## src/rtl/mem_ctrl_pkg.sv

```systemverilog
// Shared definitions for the memory controller: access lengths, FSM states
// and the default I/O-mapped address window.
package mem_ctrl_pkg;

  localparam logic [1:0] LEN_BYTE = 2'd0;
  localparam logic [1:0] LEN_HALF = 2'd1;
  localparam logic [1:0] LEN_WORD = 2'd2;

  localparam logic [31:0] IO_ADDR_LO_DEF = 32'h0003_0000;
  localparam logic [31:0] IO_ADDR_HI_DEF = 32'h0003_0007;

  typedef enum logic [1:0] {
    IDLE   = 2'd0,
    IFETCH = 2'd1,
    LOAD   = 2'd2,
    STORE  = 2'd3
  } state_t;

  // Bytes moved for a length code; the reserved code 3 behaves like a word.
  function automatic logic [2:0] xfer_bytes(input logic [1:0] len);
    case (len)
      LEN_BYTE: return 3'd1;
      LEN_HALF: return 3'd2;
      default:  return 3'd4;
    endcase
  endfunction

endpackage

```

## src/rtl/mem_ctrl_if.sv

```systemverilog
// Request/response bundle between the LSB, the fetch unit, the RAM port and
// the memory controller (slave = controller side).
interface mem_ctrl_if;

  logic        lsb_read_signal;
  logic        lsb_write_signal;
  logic [1:0]  requiring_length;
  logic [31:0] to_mem_addr;
  logic [31:0] to_mem_data;
  logic        mem_load_success;
  logic        mem_store_success;
  logic [31:0] from_mem_data;
  logic        if_read;
  logic [31:0] if_addr;
  logic        if_success;
  logic [31:0] if_data;
  logic [7:0]  mem_din;
  logic [7:0]  mem_dout;
  logic [31:0] mem_a;
  logic        mem_wr;

  modport slave (
    input  lsb_read_signal, lsb_write_signal, requiring_length, to_mem_addr,
           to_mem_data, if_read, if_addr, mem_din,
    output mem_load_success, mem_store_success, from_mem_data, if_success,
           if_data, mem_dout, mem_a, mem_wr
  );

  modport master (
    output lsb_read_signal, lsb_write_signal, requiring_length, to_mem_addr,
           to_mem_data, if_read, if_addr, mem_din,
    input  mem_load_success, mem_store_success, from_mem_data, if_success,
           if_data, mem_dout, mem_a, mem_wr
  );

endinterface

```

## src/rtl/mem_ctrl.sv

```systemverilog
// Memory controller: serialises LSB loads/stores and instruction fetches onto
// a byte-wide RAM with one-cycle read latency.
module mem_ctrl
  import mem_ctrl_pkg::*;
#(
  parameter logic [31:0] IO_ADDR_LO = IO_ADDR_LO_DEF,
  parameter logic [31:0] IO_ADDR_HI = IO_ADDR_HI_DEF
) (
  input  logic      clk,
  input  logic      rst,
  input  logic      rdy,
  input  logic      jump_wrong,
  input  logic      io_buffer_full,
  mem_ctrl_if.slave bus
);

  state_t      state_r;
  logic [2:0]  cnt_r;
  logic [2:0]  len_r;
  logic [31:0] base_r;
  logic [31:0] wdata_r;
  logic [31:0] buf_r;
  logic [31:0] mem_a_r;
  logic [7:0]  mem_dout_r;
  logic        mem_wr_r;
  logic        ld_ok_r;
  logic        st_ok_r;
  logic        if_ok_r;
  logic [31:0] ld_data_r;
  logic [31:0] if_data_r;

  logic        accept_s;
  logic        stall_s;
  logic [2:0]  wr_idx_s;
  logic [2:0]  ld_next_s;
  logic [31:0] wr_base_s;
  logic [31:0] wr_src_s;
  logic [31:0] wr_addr_s;
  logic [7:0]  wr_byte_s;
  logic [31:0] asm_s;

  // Acceptance gate and the next store byte; in STORE a high mem_wr means the
  // current byte is being written this cycle, so the next one is due.
  always_comb begin
    accept_s = (state_r == IDLE) && !(ld_ok_r || st_ok_r || if_ok_r) && !jump_wrong;
    if (state_r == IDLE) begin
      wr_idx_s  = 3'd0;
      wr_base_s = bus.to_mem_addr;
      wr_src_s  = bus.to_mem_data;
    end else begin
      wr_idx_s  = cnt_r + {2'b00, mem_wr_r};
      wr_base_s = base_r;
      wr_src_s  = wdata_r;
    end
    wr_addr_s = wr_base_s + {29'd0, wr_idx_s};
    wr_byte_s = wr_src_s[{wr_idx_s[1:0], 3'b000} +: 8];
    stall_s   = io_buffer_full && (wr_addr_s >= IO_ADDR_LO) && (wr_addr_s <= IO_ADDR_HI);
    ld_next_s = cnt_r + 3'd1;
  end

  // Merge the byte currently on mem_din (address issued two edges ago) into the word
  always_comb begin
    asm_s = buf_r;
    case (cnt_r)
      3'd1:    asm_s[7:0]   = bus.mem_din;
      3'd2:    asm_s[15:8]  = bus.mem_din;
      3'd3:    asm_s[23:16] = bus.mem_din;
      3'd4:    asm_s[31:24] = bus.mem_din;
      default: asm_s        = buf_r;
    endcase
  end

  // Transfer FSM with registered RAM-side and response outputs
  always_ff @(posedge clk) begin
    if (rst) begin
      state_r    <= IDLE;
      cnt_r      <= 3'd0;
      len_r      <= 3'd0;
      base_r     <= 32'd0;
      wdata_r    <= 32'd0;
      buf_r      <= 32'd0;
      mem_a_r    <= 32'd0;
      mem_dout_r <= 8'd0;
      mem_wr_r   <= 1'b0;
      ld_ok_r    <= 1'b0;
      st_ok_r    <= 1'b0;
      if_ok_r    <= 1'b0;
      ld_data_r  <= 32'd0;
      if_data_r  <= 32'd0;
    end else if (rdy) begin
      ld_ok_r <= 1'b0;
      st_ok_r <= 1'b0;
      if_ok_r <= 1'b0;
      case (state_r)
        IDLE: begin
          mem_wr_r <= 1'b0;
          cnt_r    <= 3'd0;
          buf_r    <= 32'd0;
          if (accept_s && bus.lsb_write_signal) begin
            state_r    <= STORE;
            base_r     <= bus.to_mem_addr;
            wdata_r    <= bus.to_mem_data;
            len_r      <= xfer_bytes(bus.requiring_length);
            mem_a_r    <= wr_addr_s;
            mem_dout_r <= wr_byte_s;
            mem_wr_r   <= !stall_s;
          end else if (accept_s && bus.lsb_read_signal) begin
            state_r <= LOAD;
            base_r  <= bus.to_mem_addr;
            len_r   <= xfer_bytes(bus.requiring_length);
            mem_a_r <= bus.to_mem_addr;
          end else if (accept_s && bus.if_read) begin
            state_r <= IFETCH;
            base_r  <= bus.if_addr;
            len_r   <= 3'd4;
            mem_a_r <= bus.if_addr;
          end
        end
        IFETCH, LOAD: begin
          if (jump_wrong) begin
            state_r <= IDLE;
          end else if (cnt_r == len_r) begin
            state_r <= IDLE;
            if (state_r == IFETCH) begin
              if_ok_r   <= 1'b1;
              if_data_r <= asm_s;
            end else begin
              ld_ok_r   <= 1'b1;
              ld_data_r <= asm_s;
            end
          end else begin
            buf_r <= asm_s;
            cnt_r <= ld_next_s;
            if (ld_next_s < len_r) begin
              mem_a_r <= base_r + {29'd0, ld_next_s};
            end
          end
        end
        STORE: begin
          // A committed store ignores jump_wrong and runs to completion.
          if (wr_idx_s == len_r) begin
            state_r  <= IDLE;
            mem_wr_r <= 1'b0;
            st_ok_r  <= 1'b1;
          end else begin
            cnt_r      <= wr_idx_s;
            mem_a_r    <= wr_addr_s;
            mem_dout_r <= wr_byte_s;
            mem_wr_r   <= !stall_s;
          end
        end
        default: state_r <= IDLE;
      endcase
    end
  end

  assign bus.mem_a             = mem_a_r;
  assign bus.mem_dout          = mem_dout_r;
  assign bus.mem_wr            = mem_wr_r;
  assign bus.mem_load_success  = ld_ok_r;
  assign bus.mem_store_success = st_ok_r;
  assign bus.if_success        = if_ok_r;
  assign bus.from_mem_data     = ld_data_r;
  assign bus.if_data           = if_data_r;

endmodule

```

## src/flat_wrapper.sv

```systemverilog
// flat-port wrapper written by rule: the top's interface ports become plain ports
module mem_ctrl_flat import mem_ctrl_pkg::*;
#(
  parameter logic [31:0] IO_ADDR_LO = IO_ADDR_LO_DEF,
  parameter logic [31:0] IO_ADDR_HI = IO_ADDR_HI_DEF
)
  (clk, rst, rdy, jump_wrong, io_buffer_full, bus_lsb_read_signal, bus_lsb_write_signal, bus_requiring_length, bus_to_mem_addr, bus_to_mem_data, bus_if_read, bus_if_addr, bus_mem_din, bus_mem_load_success, bus_mem_store_success, bus_from_mem_data, bus_if_success, bus_if_data, bus_mem_dout, bus_mem_a, bus_mem_wr);
  mem_ctrl_if bus_i ();
  input  logic clk;
  input  logic rst;
  input  logic rdy;
  input  logic jump_wrong;
  input  logic io_buffer_full;
  input wire logic [$bits(bus_i.lsb_read_signal)-1:0] bus_lsb_read_signal;
  input wire logic [$bits(bus_i.lsb_write_signal)-1:0] bus_lsb_write_signal;
  input wire logic [$bits(bus_i.requiring_length)-1:0] bus_requiring_length;
  input wire logic [$bits(bus_i.to_mem_addr)-1:0] bus_to_mem_addr;
  input wire logic [$bits(bus_i.to_mem_data)-1:0] bus_to_mem_data;
  input wire logic [$bits(bus_i.if_read)-1:0] bus_if_read;
  input wire logic [$bits(bus_i.if_addr)-1:0] bus_if_addr;
  input wire logic [$bits(bus_i.mem_din)-1:0] bus_mem_din;
  output wire logic [$bits(bus_i.mem_load_success)-1:0] bus_mem_load_success;
  output wire logic [$bits(bus_i.mem_store_success)-1:0] bus_mem_store_success;
  output wire logic [$bits(bus_i.from_mem_data)-1:0] bus_from_mem_data;
  output wire logic [$bits(bus_i.if_success)-1:0] bus_if_success;
  output wire logic [$bits(bus_i.if_data)-1:0] bus_if_data;
  output wire logic [$bits(bus_i.mem_dout)-1:0] bus_mem_dout;
  output wire logic [$bits(bus_i.mem_a)-1:0] bus_mem_a;
  output wire logic [$bits(bus_i.mem_wr)-1:0] bus_mem_wr;
  assign bus_i.lsb_read_signal = bus_lsb_read_signal;
  assign bus_i.lsb_write_signal = bus_lsb_write_signal;
  assign bus_i.requiring_length = bus_requiring_length;
  assign bus_i.to_mem_addr = bus_to_mem_addr;
  assign bus_i.to_mem_data = bus_to_mem_data;
  assign bus_i.if_read = bus_if_read;
  assign bus_i.if_addr = bus_if_addr;
  assign bus_i.mem_din = bus_mem_din;
  assign bus_mem_load_success = bus_i.mem_load_success;
  assign bus_mem_store_success = bus_i.mem_store_success;
  assign bus_from_mem_data = bus_i.from_mem_data;
  assign bus_if_success = bus_i.if_success;
  assign bus_if_data = bus_i.if_data;
  assign bus_mem_dout = bus_i.mem_dout;
  assign bus_mem_a = bus_i.mem_a;
  assign bus_mem_wr = bus_i.mem_wr;
  mem_ctrl #(.IO_ADDR_LO(IO_ADDR_LO), .IO_ADDR_HI(IO_ADDR_HI)) u_core (.clk(clk), .rst(rst), .rdy(rdy), .jump_wrong(jump_wrong), .io_buffer_full(io_buffer_full), .bus(bus_i));
endmodule
```

## config.mk

```make
export PLATFORM = sky130hd
export DESIGN_NAME = mem_ctrl_flat
export DESIGN_NICKNAME = d
export VERILOG_FILES = /design/src/rtl/mem_ctrl_pkg.sv /design/src/rtl/mem_ctrl_if.sv /design/src/rtl/mem_ctrl.sv /design/src/flat_wrapper.sv
export SDC_FILE = /design/constraint.sdc
export NUM_CORES = 1
export LEC_CHECK = 0
export BUFFER_PORTS_ARGS = -buffer_cell sky130_fd_sc_hd__buf_2
export CORE_AREA = 4 4 153 155
export CTS_CLUSTER_SIZE = 8
export DETAILED_ROUTE_END_ITERATION = 12
export DIE_AREA = 0 0 157 159
export PLACE_DENSITY = 0.77
export SYNTH_ARGS = -nofsm -noshare
export SYNTH_HDL_FRONTEND = slang
export SYNTH_SLANG_ARGS = --single-unit
```

## constraint.sdc

```tcl
create_clock -name clk -period 7.9 [get_ports clk]
set_clock_uncertainty 0.15 [all_clocks]
set_input_delay 0 -clock clk [delete_from_list [all_inputs] [get_ports clk]]
set_output_delay 0 -clock clk [all_outputs]
set_load 0.02 [all_outputs]
```

==> results.cfg <==
[power]
pwr_density_cell_mw_per_mm2 = 228.0
vdd_ir_drop_max_uv = 144.0
p_leak_nw = 6.111

[synth]
ys_seq_area_frac = 0.3605
synthFlopType = dfxtp_1
yosysMostFrequentCell = dfxtp_1
syn_inst = 1474
synth_top_area_share = 0.3605
synth_warnings = 0
synthArstFlopShare = 0
synth_xor_area_frac = 0.04953
synth-edff-count = 0
netlist_top_cells_area = dfxtp_1 36%, a211oi_1 6.6%, nor2_1 6.5%
synth_common_cells = 212 x dfxtp_1, 205 x nor2_1, 194 x nand2_1, 104 x a211oi_1, 90 x clkbuf_1
avgSynthCellArea_um2 = 7.987
synth_top_cell_by_area = dfxtp_1
synth-simple-area-share = 0.2103
syn-num-nets = 1610
synth_top_family_by_area = compound AO/OA/AOI/OAI gates
ys_types = 70
synth_seq_cells = 212
synth_compound_area_frac = 0.2378
synth_area_mm2 = 0.01177
synth.mux.area_fraction = 0.06494
synth_adder_area_share = 0.02466

[placed_design]
dp_cells = 1856
gp_congestion = 0.9954
place_ws_ns = 2.727
place.port_buffers = 221
dp_hpwl_um = 26950

[final_layout]
multi_input_area_mm2 = 0.006953
finalNonFillerCells = 2061
regArea_mm2 = 0.004244
area_growth_pct = 30.79
diodes = 0
drive_gt1_frac = 0.1640
fin_nets = 1917
fillers = 1693

[route]
wirelength_um = 41120
drc = 0
vias = 12867
drt-initial-drc-count = 1333
drt-vias-per-instance = 6.243
drtAntennaViolNets = 0
routedWlPerCell_um = 19.95
drt_pass1_iterations = 7

[timing]
tightest_slew_ns = 1.262
tns_ns = 0
max_freq_ghz = 0.1906
grt_setup_unrepaired = false
setup_viol = 0
holdWs_ns = 0.07149
post-route-worst-setup-slack_ns = 2.653
relSlewSlack = 0.1577
period_share = 0.6642
hold_violations = 0
slew_violations = 0
min_period_ns = 5.247

[worst_setup_path]
required_ns = 8.22
worstPathArrival_ns = 5.56
worst-path-max-fanout = 13
r2r_start = u_core.bus.mem_wr
rrSetupSlack_ns = 2.65
worst_r2r_endpoint = u_core.bus.mem_wr
worst-setup-path-type = reg -> reg
worst_setup_path_start_kind = flip-flop
ff2ff_path_depth = 13
critPathCaptureType = flip-flop

[clocking]
path_clk_slew_ns = 0.06
clock_latency_ns = 0.57
cts_buffer_depth = 3
cts_setup_buffers = 0
cts_tree = built
ctsResizeCount = 0
clockRootBuffer = clkbuf_16
cts_buffers = 30
ctsHoldBuffers = 173
cts.sinks = 212
h-tree-depth = 1

[die]
ioPinCount = 222
dieArea_mm2 = 0.02496
dieWidth_um = 157
rows = 54
core_area_mm2 = 0.02182
fp.dieH_um = 159
initial_utilization = 0.5394

[flow_run]
drv_cap = 0

[worst_hold_path]
whs_path_depth = 6
worst_hold_path_type = in -> reg
whs_endpoint = u_core.bus.mem_wr
min_from = bus_to_mem_addr[12]

[global_routing]
grt_use_total = 0.3168
grt_pass1_wl_um = 65690
grt_max_degree = 128
overflow = 0
antenna_found_initial = 0
first_global_vias = 12621

[run_status]
status = finished, final reports clean
==> sequential cells by signal, summed over array words and instances, names as in the netlist <==
name	count
u_core.bus.if_success	1
u_core.bus.mem_store_success	1
u_core.bus.mem_dout	8
u_core.bus.mem_load_success	1
u_core.cnt_r	3
u_core.wdata_r	32
u_core.bus.mem_a	32
u_core.bus.if_data	32
u_core.buf_r	32
u_core.bus.mem_wr	1
u_core.state_r	2
u_core.base_r	32
u_core.bus.from_mem_data	32
u_core.len_r	3
==> worst max path at each step <==
| stage | from | endpoint | slack (ns) | cells after the start |
|---|---|---|---|---|
| floorplan | u_core.state_r[1] | u_core.bus.mem_wr | 2.18 | 22 |
| global placement | u_core.bus.mem_wr | u_core.bus.mem_wr | 2.88 | 13 |
| detailed placement | u_core.bus.mem_wr | u_core.bus.mem_wr | 2.73 | 13 |
| CTS | u_core.bus.mem_wr | u_core.bus.mem_wr | 2.73 | 13 |
| global route | u_core.bus.mem_wr | u_core.bus.mem_wr | 2.39 | 13 |
| finish | u_core.bus.mem_wr | u_core.bus.mem_wr | 2.65 | 13 |
==> cells in the final DEF, fill, tap and decap left out, drive strengths merged, types with 5 or more instances in the layout <==
cell type | Yosys | final
nand4 | 23 | 23
a221oi | 20 | 20
o221ai | 6 | 6
a311oi | 26 | 26
nor4 | 9 | 9
clkbuf | 92 | 30
mux2i | 55 | 55
dfxtp | 212 | 212
mux4 | 8 | 8
dlygate4sd3 | 0 | 173
nand3 | 41 | 41
a21oi | 69 | 69
or3 | 5 | 5
ha | 20 | 20
a22o | 11 | 11
buf | 39 | 233
xnor2 | 36 | 36
nor2b | 6 | 6
or4 | 5 | 5
a211oi | 105 | 105
nor2 | 205 | 205
nor3 | 44 | 44
a22oi | 46 | 46
o21a | 5 | 5
o21ai | 40 | 40
inv | 28 | 28
nand2 | 194 | 194
o22ai | 11 | 11
xor2 | 28 | 28
==> per-layer routing <==
layer / up-vias / GRT usage / wire, µm
met3: 127 / 0.05627 / 3927
met4: 0 / 0.1045 / 1376
met1: 6052 / 0.4220 / 16560
li1: 5980 / - / -
met2: 708 / 0.5195 / 19250
met5: - / 0 / 0
==> final cells by class <==
type	instances	share of cell area
clock buffers	30	0.04876
clock inverters	2	0.003901
inverters	28	0.006826
multi-input cells	1103	0.4516
flip-flops and latches	212	0.2756
well taps	280	0.02275
repair buffers	406	0.1906
==> per-stage QoR <==
step                        util  cell area (µm²)  total power, mW
final                     0.7055            15400            3.511
after global routing      0.7055            15400            3.661
after CTS                 0.7055            15400            3.486
after detailed placement  0.5890            12850            2.253
after global placement    0.5890            12850            2.236
after floorplan                -            11770            1.956
==> logic make-up (layout without fill, tap and decap cells) <==
kind of cell / Yosys count / count (layout)
AND/OR/NAND/NOR: 560 / 560
flip-flops: 212 / 212
buffers and inverters: 159 / 466
XOR/XNOR: 65 / 65
multiplexers: 66 / 66
adder cells (fa/ha/maj): 22 / 22
AO/OA/AOI/OAI: 390 / 390
==> worst max-delay path: stages (launching register included) <==
cell	delay [ns]
dfxtp_1	0.36
ha_1	0.21
ha_1	0.61
nor2b_1	0.31
inv_1	0.11
fa_1	0.45
nor2b_1	0.17
a211oi_2	0.45
nand4_1	0.64
nor2_1	0.37
o22ai_1	0.12
or4_1	0.50
or4_1	0.50
o21a_1	0.19
==> where the power goes <==
part	switching, mW	internal [mW]
sequential	0.0993	1.17
clock	0.459	0.696
combinational	0.676	0.413
total	1.23	2.28
Note: power is estimated with default switching activity, not from simulation.
